File: src/rtl/adder_pipe_pkg.sv
// adder_pipe_pkg: shared op encodings and default geometry for the pipelined adder
package adder_pipe_pkg;
   localparam int DEF_WIDTH  = 16;
   localparam int DEF_STAGES = 4;
   typedef enum logic {
      OP_ADD = 1'b0,
      OP_SUB = 1'b1
   } op_e;
endpackage

File: src/rtl/adder_pipe_stage.sv
// adder_pipe_stage: one CHUNK-bit slice of the ripple pipeline, registered token
module adder_pipe_stage #(
   parameter int WIDTH = 16,
   parameter int CHUNK = 4,
   parameter int IDX   = 0
) (
   input  logic             clk,
   input  logic             rst_n,
   input  logic             adv_i,
   input  logic             valid_i,
   input  logic [WIDTH-1:0] a_i,
   input  logic [WIDTH-1:0] b_i,
   input  logic [WIDTH-1:0] s_i,
   input  logic             c_i,
   output logic             valid_o,
   output logic [WIDTH-1:0] a_o,
   output logic [WIDTH-1:0] b_o,
   output logic [WIDTH-1:0] s_o,
   output logic             c_o,
   output logic             ovf_o
);
   localparam int LO = IDX * CHUNK;
   localparam int HI = LO + CHUNK - 1;
   localparam logic [WIDTH-1:0] MASK = WIDTH'({CHUNK{1'b1}}) << LO;

   logic [CHUNK:0]   sum;
   logic [WIDTH-1:0] s_d;
   logic             c_d;
   logic             ovf_d;
   logic             valid_q;
   logic [WIDTH-1:0] a_q;
   logic [WIDTH-1:0] b_q;
   logic [WIDTH-1:0] s_q;
   logic             c_q;
   logic             ovf_q;

   assign sum   = {1'b0, a_i[LO +: CHUNK]} + {1'b0, b_i[LO +: CHUNK]} + {{CHUNK{1'b0}}, c_i};
   assign s_d   = (s_i & ~MASK) | (WIDTH'(sum[CHUNK-1:0]) << LO);
   assign c_d   = sum[CHUNK];
   // carry into the slice MSB is a^b^s at that bit; overflow when it differs from carry-out
   assign ovf_d = a_i[HI] ^ b_i[HI] ^ sum[CHUNK-1] ^ sum[CHUNK];

   // token register: the whole pipeline moves in lockstep on adv_i
   always_ff @(posedge clk or negedge rst_n) begin
      if (!rst_n) begin
         valid_q <= 1'b0;
         a_q     <= '0;
         b_q     <= '0;
         s_q     <= '0;
         c_q     <= 1'b0;
         ovf_q   <= 1'b0;
      end else if (adv_i) begin
         valid_q <= valid_i;
         a_q     <= a_i;
         b_q     <= b_i;
         s_q     <= s_d;
         c_q     <= c_d;
         ovf_q   <= ovf_d;
      end
   end

   assign valid_o = valid_q;
   assign a_o     = a_q;
   assign b_o     = b_q;
   assign s_o     = s_q;
   assign c_o     = c_q;
   assign ovf_o   = ovf_q;
endmodule

File: src/rtl/adder_pipe.sv
// adder_pipe: STAGES-deep slice-ripple add/sub pipeline with valid/ready handshake
module adder_pipe
   import adder_pipe_pkg::*;
#(
   parameter int WIDTH  = DEF_WIDTH,
   parameter int STAGES = DEF_STAGES
) (
   input  logic             clk,
   input  logic             rst_n,
   input  logic             in_valid,
   output logic             in_ready,
   input  logic [WIDTH-1:0] A,
   input  logic [WIDTH-1:0] B,
   input  logic             cin,
   input  logic             op,
   output logic             out_valid,
   input  logic             out_ready,
   output logic [WIDTH-1:0] S,
   output logic             cout,
   output logic             ovf
);
   localparam int CHUNK = WIDTH / STAGES;

   if (WIDTH % STAGES != 0 || WIDTH < 4 || STAGES < 1 || STAGES > WIDTH) begin : g_bad_param
      $error("adder_pipe: WIDTH must be >= 4 and a multiple of STAGES (1..WIDTH)");
   end

   logic                        advance;
   logic                        sub;
   logic [STAGES:0]             v_w;
   logic [STAGES:0]             c_w;
   logic [STAGES:0][WIDTH-1:0]  a_w;
   logic [STAGES:0][WIDTH-1:0]  b_w;
   logic [STAGES:0][WIDTH-1:0]  s_w;
   logic [STAGES-1:0]           ovf_w;
   logic                        unused_w;

   assign advance  = ~out_valid | out_ready;
   assign in_ready = advance;
   assign sub      = op_e'(op) == OP_SUB;

   // subtraction is A + ~B + ~cin, so invert B and the borrow once at entry
   assign v_w[0] = in_valid;
   assign a_w[0] = A;
   assign b_w[0] = sub ? ~B : B;
   assign s_w[0] = '0;
   assign c_w[0] = sub ? ~cin : cin;

   for (genvar k = 0; k < STAGES; k++) begin : g_stage
      adder_pipe_stage #(
         .WIDTH (WIDTH),
         .CHUNK (CHUNK),
         .IDX   (k)
      ) u_stage (
         .clk     (clk),
         .rst_n   (rst_n),
         .adv_i   (advance),
         .valid_i (v_w[k]),
         .a_i     (a_w[k]),
         .b_i     (b_w[k]),
         .s_i     (s_w[k]),
         .c_i     (c_w[k]),
         .valid_o (v_w[k+1]),
         .a_o     (a_w[k+1]),
         .b_o     (b_w[k+1]),
         .s_o     (s_w[k+1]),
         .c_o     (c_w[k+1]),
         .ovf_o   (ovf_w[k])
      );
   end

   assign out_valid = v_w[STAGES];
   assign S         = s_w[STAGES];
   assign cout      = c_w[STAGES];
   assign ovf       = ovf_w[STAGES-1];
   assign unused_w  = ^{a_w[STAGES], b_w[STAGES], ovf_w};
endmodule

File: config.mk
export PLATFORM = sky130hd
export DESIGN_NAME = adder_pipe
export DESIGN_NICKNAME = d
export VERILOG_FILES = /design/src/rtl/adder_pipe_pkg.sv /design/src/rtl/adder_pipe_stage.sv /design/src/rtl/adder_pipe.sv
export SDC_FILE = /design/constraint.sdc
export NUM_CORES = 1
export LEC_CHECK = 0
export ABC_CLOCK_PERIOD_IN_PS = 3200
export BUFFER_PORTS_ARGS = -buffer_cell sky130_fd_sc_hd__buf_2
export CAP_MARGIN = 5
export CORE_ASPECT_RATIO = 0.5
export CORE_MARGIN = 2
export CORE_UTILIZATION = 40
export DETAILED_ROUTE_END_ITERATION = 7
export GPL_TIMING_DRIVEN = 0
export PLACE_DENSITY = 0.57
export SLEW_MARGIN = 10
export SYNTH_ARGS = -nofsm -noshare
export SYNTH_HDL_FRONTEND = slang
export SYNTH_HIERARCHICAL = 1
export SYNTH_SLANG_ARGS = --single-unit
File: constraint.sdc
create_clock -name clk -period 3.2 [get_ports clk]
set_input_delay 0.16 -clock clk [delete_from_list [all_inputs] [get_ports clk]]
set_output_delay 0.16 -clock clk [all_outputs]
set_load 0.01 [all_outputs]
==> flow_metrics.env <==
export IMPL_dieArea_um2=12290
export IMPL_rows=27
export IMPL_yosysWarningCount=6
export IMPL_cp_slowest_cell="fa_1"
export IMPL_powerDensity_nw_per_um2=976.6
export IMPL_holdPathStages=2
export IMPL_antenna_found_initial=0
export IMPL_drc=0
export IMPL_rr_worst_depth=8
export IMPL_min_to="g_stage[0].u_stage/a_o[6]"
export IMPL_tightest_slew_ns=0.6137
export IMPL_vdd_drop_max_v=0.0003294
export IMPL_fillers=1004
export IMPL_diodes=0
export IMPL_p_clk_frac=0.212
export IMPL_crit_start="g_stage[2].u_stage/a_o[12]"
export IMPL_fp_coreArea_um2=11050
export IMPL_areaGrowthSynthToFinish_pct=17.99
export IMPL_worstSkewPairLatency_ns=0.34
export IMPL_intPower_mw=3.626
export IMPL_p_seq_frac=0.398
export IMPL_start_util=0.4117
export IMPL_via_per_inst=4.588
export IMPL_switching_share=0.3081
export IMPL_drt_pass1_iter_count=4
export IMPL_postPlaceCellArea_um2=5040
export IMPL_rsz0062_at_grt="no"
export IMPL_finClkSkew_ns=0.004246
export IMPL_syn_avg_cell_area_um2=14.53
export IMPL_cp_required_ns=3.43
export IMPL_rrSetupSlack_ns=1.35
export IMPL_final_max_slew_viol_count=0
export IMPL_multi_input_area_um2=1782
export IMPL_worstPathArrival_ns=2.08
export IMPL_crit_type="flip-flop to flip-flop"
export IMPL_power_switching_mw=1.615
export IMPL_cts_resized=0
export IMPL_crit_fanout=2
export IMPL_drive_above_1_share=0.5039
export IMPL_num_io_pins=58
export IMPL_clock_fmax_mhz=539.1
export IMPL_hold_viol_final=0
export IMPL_syn_num_nets=371
export IMPL_die_width_um=154.8
export IMPL_grt_max_degree=53
export IMPL_vias=2441
export IMPL_min_period_over_period=0.5797
export IMPL_path_cells="inv_1 > fa_1 > inv_1 > fa_1 > a21o_2 > a21oi_2 > xor2_1 > a21oi_1"
export IMPL_grt_pass1_vias=2743
export IMPL_setup_tns_final_ns=0
export IMPL_die_h_um=79.40
export IMPL_setup_viol=0
export IMPL_end_kind="flip-flop"
export IMPL_gp_congestion=0.6970
export IMPL_portBuffers=56
export IMPL_final_cell_area_um2=5366
export IMPL_cts_root_buf="clkbuf_16"
export IMPL_worstHoldStart="A[6]"
export IMPL_cts_inserted_buffers=9
export IMPL_wire_per_inst_um=14.74
export IMPL_power_leakage_nw=2.505
export IMPL_dp_hpwl_mm=5.867
export IMPL_syn_cell_area_um2=4548
export IMPL_status="completed"
export IMPL_wl_mm=7.843
export IMPL_drt_iter0_drc=59
export IMPL_hold_class="primary input to flip-flop"
export IMPL_slew_headroom=0.5909
export IMPL_grt_overflow_total=0
export IMPL_cts_sink_count=97
export IMPL_r2r_start="g_stage[2].u_stage/a_o[12]"
export IMPL_htree_levels=3
export IMPL_min_period_ns=1.855
export IMPL_max_cap_violations=0
export IMPL_synthCells=313
export IMPL_clkSlewWorstSetupHoldPaths_ns=0.06
export IMPL_seqCellArea_um2=2427
export IMPL_grt_use_total=0.1438
export IMPL_max_stage_delay_ns=0.39
export IMPL_grt_pass1_wl_mm=13.48
export IMPL_combinationalPowerShare=0.390
export IMPL_nNetsFinal=440
export IMPL_antenna_left=0
export IMPL_start_kind="flip-flop"
export IMPL_r2r_end="g_stage[3].u_stage/ovf_o"
export IMPL_clockBufferDepth=2
export IMPL_cts_tree="yes"
-- worst max-delay path: cells and delay by family, from the launching register on --
kind / cells / cell delay [ns]
AOI/OAI and AO/OA: 3 / 0.48
xor gates and xnor gates: 1 / 0.17
buffers and inverters: 2 / 0.13
adders and majority gates: 2 / 0.58
DFF: 1 / 0.37
-- stage by stage --
step,hold WS [ns],utilization,setup WS [ns],std cells,power (mW)
2_1_floorplan,-0.1356,-,1.451,313,3.635
3_3_place_gp,0.3930,0.4535,1.096,514,4.105
3_5_place_dp,0.2196,0.4562,1.332,515,4.205
4_1_cts,0.03386,0.4858,1.330,532,5.343
5_1_grt,0.04144,0.4858,1.215,532,5.642
6_report,0.04679,0.4858,1.345,532,5.241
-- final cells by class --
cell class | instances | share of cell area
sequential | 97 | 0.4523
multi-input combinational | 173 | 0.3320
timing repair buffer | 58 | 0.05969
clock buffer | 12 | 0.04966
buffer | 23 | 0.04920
tap | 145 | 0.03381
inverter | 20 | 0.01399
clock inverter | 4 | 0.009326
-- power groups by stage --
| stage | logic (mW) | clock network, mW | registers, mW |
|---|---|---|---|
| CTS | 2.09 | 1.15 | 2.10 |
| finish | 2.04 | 1.11 | 2.09 |
| global placement | 2.01 | 0 | 2.10 |
| detailed placement | 2.08 | 0 | 2.12 |
| floorplan | 1.56 | 0 | 2.07 |
| global route | 2.28 | 1.20 | 2.17 |
-- worst max path at each step --
stage | slack [ns] | to | cells past startpoint
after floorplan | 1.45 | g_stage[0].u_stage/s_o[1] | 7
after global placement | 1.10 | g_stage[0].u_stage/a_o[10] | 1
after detailed placement | 1.33 | g_stage[0].u_stage/s_o[1] | 7
after CTS | 1.33 | g_stage[3].u_stage/ovf_o | 8
after global routing | 1.22 | g_stage[3].u_stage/ovf_o | 8
final | 1.35 | g_stage[3].u_stage/ovf_o | 8
-- flip-flops by register name (all words and copies together), names as in the netlist --
| register | count |
|---|---|
| g_stage.u_stage/valid_o | 4 |
| g_stage.u_stage/c_o | 4 |
| g_stage.u_stage/ovf_o | 1 |
| g_stage.u_stage/s_o | 40 |
| g_stage.u_stage/b_o | 24 |
| g_stage.u_stage/a_o | 24 |
-- per-layer routing --
layer | routed length (um) | GRT usage | part of all wire | up-vias
met4 | 107 | 0.04722 | 0.014 | 0
met1 | 3769 | 0.1865 | 0.48 | 1208
met2 | 3624 | 0.2317 | 0.46 | 38
li1 | - | - | - | 1185
met3 | 342 | 0.04560 | 0.044 | 10
met5 | 0 | 0 | 0 | -
-- timing repair --
item                      in CTS  in global routing
hold buffers                   1                  0
setup buffers                  0                  0
hold endpoints to repair      45                  0
-- placed cells by master (no fill, tap or decap) --
cell,count
a21o_1,1
a21o_2,3
a21oi_1,9
a21oi_2,8
buf_12,1
buf_16,1
buf_2,55
buf_4,2
buf_6,21
bufinv_16,1
clkbuf_16,9
clkbuf_8,3
clkinv_2,1
clkinvlp_4,2
dfrtp_1,97
dlygate4sd3_1,1
fa_1,8
ha_1,12
inv_1,20
mux2_2,80
mux2_4,4
mux2i_1,4
nand2_1,1
nand2_2,3
nand2b_1,1
nand3b_1,3
nor2_1,9
o21ai_2,1
xnor2_1,4
xor2_1,22
No activity file was read; power rests on OpenSTA's default activity.
